<file path="src/rtl/ctrl_pkg.sv">
// ctrl_pkg: encodings shared between the multicycle control FSM and the
// datapath multiplexers of the multicycle RV32I core.
//   state_t       control FSM states
//   OP_*          RV32I major opcodes recognised by the decoder
//   alu_op_t      alu_op field sent to the ALU control decoder
//   src_a_t       ALU operand A select
//   src_b_t       ALU operand B select
//   result_src_t  result bus select
package ctrl_pkg;

  typedef enum logic [3:0] {
    S_FETCH   = 4'd0,
    S_DECODE  = 4'd1,
    S_MEM_ADR = 4'd2,
    S_MEM_RD  = 4'd3,
    S_MEM_WB  = 4'd4,
    S_MEM_WR  = 4'd5,
    S_EXEC_R  = 4'd6,
    S_EXEC_I  = 4'd7,
    S_ALU_WB  = 4'd8,
    S_BRANCH  = 4'd9,
    S_JAL     = 4'd10,
    S_TRAP    = 4'd11
  } state_t;

  localparam logic [6:0] OP_LOAD   = 7'b0000011;
  localparam logic [6:0] OP_STORE  = 7'b0100011;
  localparam logic [6:0] OP_R      = 7'b0110011;
  localparam logic [6:0] OP_I      = 7'b0010011;
  localparam logic [6:0] OP_BRANCH = 7'b1100011;
  localparam logic [6:0] OP_JAL    = 7'b1101111;

  typedef enum logic [1:0] {
    ALU_ADD   = 2'b00,
    ALU_SUB   = 2'b01,
    ALU_RTYPE = 2'b10,
    ALU_ITYPE = 2'b11
  } alu_op_t;

  typedef enum logic [1:0] {
    SRC_A_PC    = 2'b00,
    SRC_A_OLDPC = 2'b01,
    SRC_A_RS1   = 2'b10
  } src_a_t;

  typedef enum logic [1:0] {
    SRC_B_RS2  = 2'b00,
    SRC_B_IMM  = 2'b01,
    SRC_B_FOUR = 2'b10
  } src_b_t;

  typedef enum logic [1:0] {
    RES_ALUOUT  = 2'b00,
    RES_MEMDATA = 2'b01,
    RES_ALU     = 2'b10
  } result_src_t;

  // Only beq (000) and bne (001) are implemented; other branches trap.
  function automatic logic branch_supported(input logic [2:0] f3);
    return (f3 == 3'b000) || (f3 == 3'b001);
  endfunction

endpackage

</file>
<file path="src/rtl/ctrl_perf_counters.sv">
// ctrl_perf_counters: free-running cycle and retired-instruction counters
// for the multicycle control unit. Both wrap modulo 2^CNT_W.
//   clk      in   clock
//   rst      in   synchronous active-high reset (clears both counters)
//   retire   in   one instruction retires this cycle
//   cycles   out  non-reset cycles since reset (0 while rst is high)
//   instret  out  retired instructions since reset (0 while rst is high)
module ctrl_perf_counters #(
  parameter int CNT_W = 32
) (
  input  logic             clk,
  input  logic             rst,
  input  logic             retire,
  output logic [CNT_W-1:0] cycles,
  output logic [CNT_W-1:0] instret
);

  logic [CNT_W-1:0] cycles_r;
  logic [CNT_W-1:0] instret_r;

  // Counter registers: cycles every non-reset cycle, instret on retire.
  always_ff @(posedge clk) begin
    if (rst) begin
      cycles_r  <= {CNT_W{1'b0}};
      instret_r <= {CNT_W{1'b0}};
    end else begin
      cycles_r <= cycles_r + {{(CNT_W-1){1'b0}}, 1'b1};
      if (retire) begin
        instret_r <= instret_r + {{(CNT_W-1){1'b0}}, 1'b1};
      end else begin
        instret_r <= instret_r;
      end
    end
  end

  // Outputs read as zero during the reset cycle like every other control output.
  assign cycles  = rst ? {CNT_W{1'b0}} : cycles_r;
  assign instret = rst ? {CNT_W{1'b0}} : instret_r;

endmodule

</file>
<file path="src/rtl/multicycle_control.sv">
// multicycle_control: Moore FSM sequencing the shared ALU, register file and
// unified memory port of the multicycle RV32I core
// (fetch / decode / execute / writeback).
// Optional feature macro: CTRL_PERF_EN (cycles/instret counters). Without it
// the counter ports exist but are tied to zero.
//   clk, rst                        clock, synchronous active-high reset
//   opcode, funct3                  instruction fields from IR
//   zero                            ALU zero flag (same cycle)
//   mem_ready                       memory completes the current request
//   mem_req, mem_we, adr_src        memory request, write qualifier, address select
//   ir_write, pc_write, reg_write   IR/oldPC, PC and register-file write enables
//   alu_src_a, alu_src_b, alu_op    ALU operand selects and ALU control op
//   result_src                      result bus select
//   illegal                         trap flag (sticky until rst)
//   cycles, instret                 perf counters (CNT_W bits)
module multicycle_control
  import ctrl_pkg::*;
#(
  parameter int CNT_W = 32
) (
  input  logic             clk,
  input  logic             rst,
  input  logic [6:0]       opcode,
  input  logic [2:0]       funct3,
  input  logic             zero,
  input  logic             mem_ready,
  output logic             mem_req,
  output logic             mem_we,
  output logic             adr_src,
  output logic             ir_write,
  output logic             pc_write,
  output logic             reg_write,
  output logic [1:0]       alu_src_a,
  output logic [1:0]       alu_src_b,
  output logic [1:0]       alu_op,
  output logic [1:0]       result_src,
  output logic             illegal,
  output logic [CNT_W-1:0] cycles,
  output logic [CNT_W-1:0] instret
);

  state_t      state_r;
  state_t      next_s;
  logic        mem_req_s;
  logic        mem_we_s;
  logic        adr_src_s;
  logic        ir_write_s;
  logic        pc_write_s;
  logic        reg_write_s;
  src_a_t      src_a_s;
  src_b_t      src_b_s;
  alu_op_t     alu_op_s;
  result_src_t result_src_s;
  logic        illegal_s;

  // State register.
  always_ff @(posedge clk) begin
    if (rst) begin
      state_r <= S_FETCH;
    end else begin
      state_r <= next_s;
    end
  end

  // Next-state and state-decoded outputs; everything not set in a state is 0.
  always_comb begin
    next_s       = state_r;
    mem_req_s    = 1'b0;
    mem_we_s     = 1'b0;
    adr_src_s    = 1'b0;
    ir_write_s   = 1'b0;
    pc_write_s   = 1'b0;
    reg_write_s  = 1'b0;
    src_a_s      = SRC_A_PC;
    src_b_s      = SRC_B_RS2;
    alu_op_s     = ALU_ADD;
    result_src_s = RES_ALUOUT;
    illegal_s    = 1'b0;
    case (state_r)
      S_FETCH: begin
        // PC+4 goes straight to the PC as the fetch completes.
        mem_req_s    = 1'b1;
        src_b_s      = SRC_B_FOUR;
        result_src_s = RES_ALU;
        ir_write_s   = mem_ready;
        pc_write_s   = mem_ready;
        if (mem_ready) begin
          next_s = S_DECODE;
        end else begin
          next_s = S_FETCH;
        end
      end
      S_DECODE: begin
        // Precompute the branch/jump target into ALUOut.
        src_a_s = SRC_A_OLDPC;
        src_b_s = SRC_B_IMM;
        case (opcode)
          OP_LOAD, OP_STORE: next_s = S_MEM_ADR;
          OP_R:              next_s = S_EXEC_R;
          OP_I:              next_s = S_EXEC_I;
          OP_BRANCH: begin
            if (branch_supported(funct3)) begin
              next_s = S_BRANCH;
            end else begin
              next_s = S_TRAP;
            end
          end
          OP_JAL:            next_s = S_JAL;
          default:           next_s = S_TRAP;
        endcase
      end
      S_MEM_ADR: begin
        src_a_s = SRC_A_RS1;
        src_b_s = SRC_B_IMM;
        // opcode[5] separates store (0100011) from load (0000011).
        if (opcode[5]) begin
          next_s = S_MEM_WR;
        end else begin
          next_s = S_MEM_RD;
        end
      end
      S_MEM_RD: begin
        mem_req_s = 1'b1;
        adr_src_s = 1'b1;
        if (mem_ready) begin
          next_s = S_MEM_WB;
        end else begin
          next_s = S_MEM_RD;
        end
      end
      S_MEM_WB: begin
        reg_write_s  = 1'b1;
        result_src_s = RES_MEMDATA;
        next_s       = S_FETCH;
      end
      S_MEM_WR: begin
        mem_req_s = 1'b1;
        mem_we_s  = 1'b1;
        adr_src_s = 1'b1;
        if (mem_ready) begin
          next_s = S_FETCH;
        end else begin
          next_s = S_MEM_WR;
        end
      end
      S_EXEC_R: begin
        src_a_s  = SRC_A_RS1;
        src_b_s  = SRC_B_RS2;
        alu_op_s = ALU_RTYPE;
        next_s   = S_ALU_WB;
      end
      S_EXEC_I: begin
        src_a_s  = SRC_A_RS1;
        src_b_s  = SRC_B_IMM;
        alu_op_s = ALU_ITYPE;
        next_s   = S_ALU_WB;
      end
      S_ALU_WB: begin
        reg_write_s  = 1'b1;
        result_src_s = RES_ALUOUT;
        next_s       = S_FETCH;
      end
      S_BRANCH: begin
        // beq takes on zero, bne on !zero: funct3[0] inverts the sense.
        src_a_s      = SRC_A_RS1;
        src_b_s      = SRC_B_RS2;
        alu_op_s     = ALU_SUB;
        result_src_s = RES_ALUOUT;
        pc_write_s   = zero ^ funct3[0];
        next_s       = S_FETCH;
      end
      S_JAL: begin
        // Jump to the target in ALUOut while the ALU forms oldPC+4 for rd.
        src_a_s      = SRC_A_OLDPC;
        src_b_s      = SRC_B_FOUR;
        alu_op_s     = ALU_ADD;
        result_src_s = RES_ALUOUT;
        pc_write_s   = 1'b1;
        next_s       = S_ALU_WB;
      end
      S_TRAP: begin
        illegal_s = 1'b1;
        next_s    = S_TRAP;
      end
      default: begin
        next_s = S_FETCH;
      end
    endcase
  end

  // Every output is forced low during the reset cycle, whatever the state.
  assign mem_req    = mem_req_s & ~rst;
  assign mem_we     = mem_we_s & ~rst;
  assign adr_src    = adr_src_s & ~rst;
  assign ir_write   = ir_write_s & ~rst;
  assign pc_write   = pc_write_s & ~rst;
  assign reg_write  = reg_write_s & ~rst;
  assign alu_src_a  = rst ? 2'b00 : src_a_s;
  assign alu_src_b  = rst ? 2'b00 : src_b_s;
  assign alu_op     = rst ? 2'b00 : alu_op_s;
  assign result_src = rst ? 2'b00 : result_src_s;
  assign illegal    = illegal_s & ~rst;

`ifdef CTRL_PERF_EN
  logic retire_s;

  // Retire points: both writebacks, branch resolution, completed store.
  assign retire_s = (state_r == S_MEM_WB) || (state_r == S_ALU_WB) ||
                    (state_r == S_BRANCH) || ((state_r == S_MEM_WR) && mem_ready);

  ctrl_perf_counters #(
    .CNT_W (CNT_W)
  ) u_perf (
    .clk     (clk),
    .rst     (rst),
    .retire  (retire_s),
    .cycles  (cycles),
    .instret (instret)
  );
`else
  assign cycles  = {CNT_W{1'b0}};
  assign instret = {CNT_W{1'b0}};
`endif

endmodule

</file>
<file path="config.mk">
export PLATFORM = sky130hd
export DESIGN_NAME = multicycle_control
export DESIGN_NICKNAME = d
export VERILOG_FILES = /design/src/rtl/ctrl_pkg.sv /design/src/rtl/ctrl_perf_counters.sv /design/src/rtl/multicycle_control.sv
export SDC_FILE = /design/constraint.sdc
export NUM_CORES = 1
export LEC_CHECK = 0
export CAP_MARGIN = 20
export CORE_MARGIN = 5
export CORE_UTILIZATION = 29
export CTS_CLUSTER_SIZE = 40
export DETAILED_ROUTE_END_ITERATION = 6
export PLACE_DENSITY = 0.78
export SYNTH_ARGS = -nofsm -noshare
export SYNTH_HDL_FRONTEND = slang
export SYNTH_SLANG_ARGS = --single-unit
</file>
<file path="constraint.sdc">
create_clock -name clk -period 1.5 [get_ports clk]
set_clock_uncertainty 0.2 [all_clocks]
set_input_delay 0.15 -clock clk [delete_from_list [all_inputs] [get_ports clk]]
set_output_delay 0.15 -clock clk [all_outputs]
set_load 0.005 [all_outputs]
</file>
== After elaboration in Yosys (flattened, before gate mapping) ==
Index checks and enable logic that the tools add are counted.
Storage, ports and cells
  register bits after elaboration: 4
  input port bits: 14
  output and inout port bits: 79
Operators by class
  mux-type cells: 22
  bitwise logic cells: 9
  reductions and logical operators: 12
  equal/unequal tests: 18
Operators by type and width (count)
  $pmux W4 S7: 1
  $pmux W4 S5: 1
  $eq A4 B3 Y1 const B: 4
  $eq A4 B4 Y1 const B: 4
  $eq A7 B6 Y1 const B: 2
  $eq A7 B7 Y1 const B: 2
  $pmux W2 S2: 3
  $mux W2: 5
  $reduce_or A2 Y1: 5
  $mux W3: 3
  $reduce_or A3 Y1: 3
  $eq A4 B2 Y1 const B: 2
  $and A1 B1 Y1: 7
  $eq A7 B2 Y1 const B: 1
  $eq A7 B5 Y1 const B: 1
  $mux W1: 7
  $pmux W2 S3: 1
  $eq A4 B1 Y1 const B: 1
  $logic_not A4 Y1: 1
  $reduce_or A4 Y1: 1
  $eq A3 B1 Y1 const B: 1
  $logic_not A3 Y1: 1
  $pmux W1 S3: 1
  $logic_or A1 B1 Y1: 1
  2 further kinds: 2

== Logic depth before layout (Yosys ltp) ==
  depth after elaboration: 5
  mapped depth: 6
  depth with buffers taken out: 4

== Worst setup path after synthesis ==
OpenSTA, ideal clock, no wires.
  kind: register to output
  start point: reg state_r[1]
  end point: out alu_src_a[1]
  buffers on the path: 1
  stages on the path, launching flop included: 4
  slack: -0.007 ns
  arrival time: 1.157 ns
  cell sequence: dfxtp_1 -> buf_2 -> or4_1 -> a21oi_1
On the way
  longest elaborated chain between the ends: 4
Ends and longest elaborated chain
  start: declaration: line multicycle_control.sv:42  | state_t state_r;
  start signal: assignment: line multicycle_control.sv:61  | state_r <= next_s;
  $eq A4 B2 Y1 (tied with other cells): line multicycle_control.sv:79  | case (state_r)
  $reduce_or A4 Y1 (no line) or $reduce_or A2 Y1 (tied branches)
  $pmux W2 S2 (*): line multicycle_control.sv:79
  $mux W2 (*): line multicycle_control.sv:198  | assign alu_src_a = rst ? 2'b00 : src_a_s;
  end: declaration: line multicycle_control.sv:33  | output logic [1:0] alu_src_a,
Every way passes the cells marked *; elsewhere a longest branch is shown, timed or not.

== Final worst setup path ==
  start point: reg state_r[1]
  end point: out ir_write
On the way
  longest elaborated chain between the ends: 3
Ends and longest elaborated chain
  $logic_not A4 Y1: line multicycle_control.sv:79
  $mux W1: line multicycle_control.sv:79
  $and A1 B1 Y1: line multicycle_control.sv:195  | assign ir_write = ir_write_s & ~rst;
  end: declaration: line multicycle_control.sv:30  | output logic ir_write,
Every way passes these cells.

==> summary.txt <==
Status
  • Status: finished, violations left
  • Violated checks: setup timing

Power
  • Leakage: 0.692 nW
  • Peak supply drop: 0.000428 V
  • Combinational share of power: 78.8%
  • Sequential share of power: 13.0%
  • Clock power frac: 8.2%
  • Pwr Total: 0.00168 W
  • PwrDens: 1190 nW/um2
  • Sw power: 0.000743 W
  • Cell Int Power: 0.000941 W
  • Sw Ratio: 44.1%

Critical path
  • Critical path required time: 1.15 ns
  • Slowest cell on crit path: or4_4
  • CP max FO: 4
  • Kind of end point of the critical path: output pin
  • Crit Path Class: flop to output pin
  • CP Launch Type: flop
  • Max incr delay on CP: 0.53 ns
  • CP cell instances: or4_4 -> nor2_4 -> and2_1 -> buf_2
  • Worst Path Arrival: 1.46 ns

CTS
  • CTS tree: yes
  • CTS Buffer Depth: 2
  • Root Buffer: clkbuf_4
  • Skew-Pair Late Insertion Delay: 0.24 ns
  • H-Tree Depth: 1
  • Post-CTS Hold Fix Bufs: 0
  • Total CTS buffers: 3
  • TritonCTS Sinks: 4
  • Clock Pin Slew Worst Setup and Hold Paths: 0.04 ns

Synthesis
  • Mapped Cells: 147
  • Synth top area share: 45.6%
  • Synth Flop Type: dfxtp_1
  • Commonest cells post-synth: 64 x buf_4, 9 x nor2_1, 9 x nor3_1
  • Simple-Gate Fraction of Synth Area: 25.1%
  • #FFs+latches synth: 4
  • Count leader, synth: buf_4
  • Synth area leader: buf_4
  • Synthesized area: 1050 um2
  • Adder-Cell Fraction of Synth Area: 0%
  • Synth Area in Compound Gates: 13.8%
  • Post-synth ARST share: 0%
  • Mux cell area share after synthesis: 0%
  • Number of synthesized flops with an enable pin: 0
  • Synth area leaders: buf_4 46%, dfxtp_1 7.6%, nor3_1 4.3%, nor2_1 3.2%, a21oi_1 2.8%
  • Number of synthesis warnings: 0
  • Area share of xor/xnor cells in the synthesized design: 3.32%
  • Syn Area/Cell: 7.18 um2
  • Sequential fraction of the synthesis area: 7.59%
  • Largest family of logic cells by synthesized area: buffers and inverters
  • Synth cell types: 42

Die
  • Io pins: 93
  • Core area: 3580 um2
  • Die Area: 4940 um2
  • Die X: 70.3 um
  • # rows: 22
  • Die H: 70.3 um
  • Initial core utilization: 29.5%

Global route
  • Largest net degree at the start of global routing: 11
  • Vias in the first global route: 813
  • Remaining Overflow, GRT: 0
  • GR Util All Layers: 9.11%
  • First-pass GRT wire length: 3.68 mm
  • Initial antenna violation count: 0

Routing
  • Post-detailed-route count of antenna-violating nets: 0
  • Initial drt markers: 22
  • Via density: 4.01
  • DR vias: 982
  • DRC violations left: 0
  • Total wire length: 2.58 mm
  • Drt pass-1 iters: 4
  • WL per Instance: 10.5 um

Placed design
  • Hpwl dp: 2.13 mm
  • Placed cells: 241
  • Post-Place Worst Slack: -0.571 ns
  • Routability Congestion: 0.863
  • Number of port buffers: 28

Run
  • Max Cap Violations: 0

STA
  • Final hold viol count: 0
  • FMAX: 554 MHz
  • Slew Limit Fails: 0
  • Final period utilization: 120%
  • Setup WS post-layout: -0.306 ns
  • Unrepaired setup endpoints after global routing: yes
  • Final min period: 1.81 ns
  • Final setup viols: 17

Final layout
  • Diodes inserted: 0
  • Max FFs per register: 4
  • Syn-to-layout area delta: 34.3%
  • Top reg by flops: state_r
  • Count of nets after finishing: 213
  • Non-Filler Instances: 245
  • FILL cells: 391
  • Share of layout cells above drive strength 1: 35.5%
  • Biggest regs: state_r x4

Min path
  • Hold WC Path Type: input pin to flop
[area by class of cell]
type	count	area, um2	area share [%]
multi-input cells	132	795	56.1
repair buffers	55	438	30.9
flip-flops and latches	4	90.1	6.36
well taps	48	60.1	4.24
clock buffers	3	22.5	1.59
inverters	3	11.3	0.795
[cell usage in the layout (no fill, tap or decap), types with 2 or more instances in the layout]
cell type	n
buf_6	6
nor3_1	6
o21ai_1	2
a21oi_2	2
dfxtp_2	2
o22a_1	2
conb_1	64
xor2_1	2
clkdlybuf4s50_1	11
nand2b_4	2
buf_4	21
nor2_1	7
nor2_4	2
nor4_2	2
o21a_1	2
dfxtp_4	2
clkbuf_4	3
buf_2	12
inv_1	2
nor4_1	2
or4_4	2
dlygate4sd2_1	3
a21oi_1	4
nor2b_1	2
nor3_2	3
[routing by layer]
metal / GRT usage (%) / vias up / part of all wire [%]
li1: - / 476 / -
met1: 10.7 / 441 / 38
met2: 15.8 / 63 / 48
met3: 2.73 / 2 / 13
met4: 2.55 / 0 / 0.74
met5: 0 / - / 0
[power by group through the flow]
stage | logic (W) | clock network (W) | registers (W)
finish | 0.00133 | 0.000138 | 0.000219
global route | 0.00146 | 0.000151 | 0.000221
CTS | 0.00126 | 0.000144 | 0.000212
detailed placement | 0.00120 | 0 | 0.000200
global placement | 0.00118 | 0 | 0.000199
floorplan | 0.000773 | 0 | 0.000190
[path summary, 6_finish.rpt]
| check | startpoint | endpoint | slack, ns | cells past startpoint |
|---|---|---|---|---|
| min reg2reg | state_r[2] | state_r[0] | 0.51 | 3 |
| max | state_r[1] | ir_write | -0.31 | 4 |
| min | rst | state_r[0] | 0.34 | 4 |
| max reg2reg | state_r[1] | state_r[0] | -0.28 | 6 |
[what timing repair did]
action | CTS | global route
resized for setup | 74 | 12
buffers inserted | 0 | 1
setup endpoints to repair | 19 | 19
gates cloned | 0 | 0
pin swaps | 9 | 6
[critical path, delay by kind of cell, from the launching register on]
family,cells,cell delay (ns)
buffers and inverters,1,0.10
DFF,1,0.34
and+or+nand+nor,3,0.77
[through the flow]
step	cell area (um2)	hold WS [ns]	TNS (ns)	util, %
global placement	1320	0.493	-7.17	36.9
global route	1420	0.372	-4.53	39.6
CTS	1390	0.321	-3.58	38.9
floorplan	1310	0.101	0	-
detailed placement	1320	0.521	-7.44	36.9
finish	1420	0.342	-3.23	39.6
[cell families after synthesis]
family | Yosys count
buffers and inverters | 74
and+or+nand+nor | 44
AOI/OAI and AO/OA | 20
xor gates and xnor gates | 4
DFF | 4
other | 1
Power figures use the tool's default switching activity.
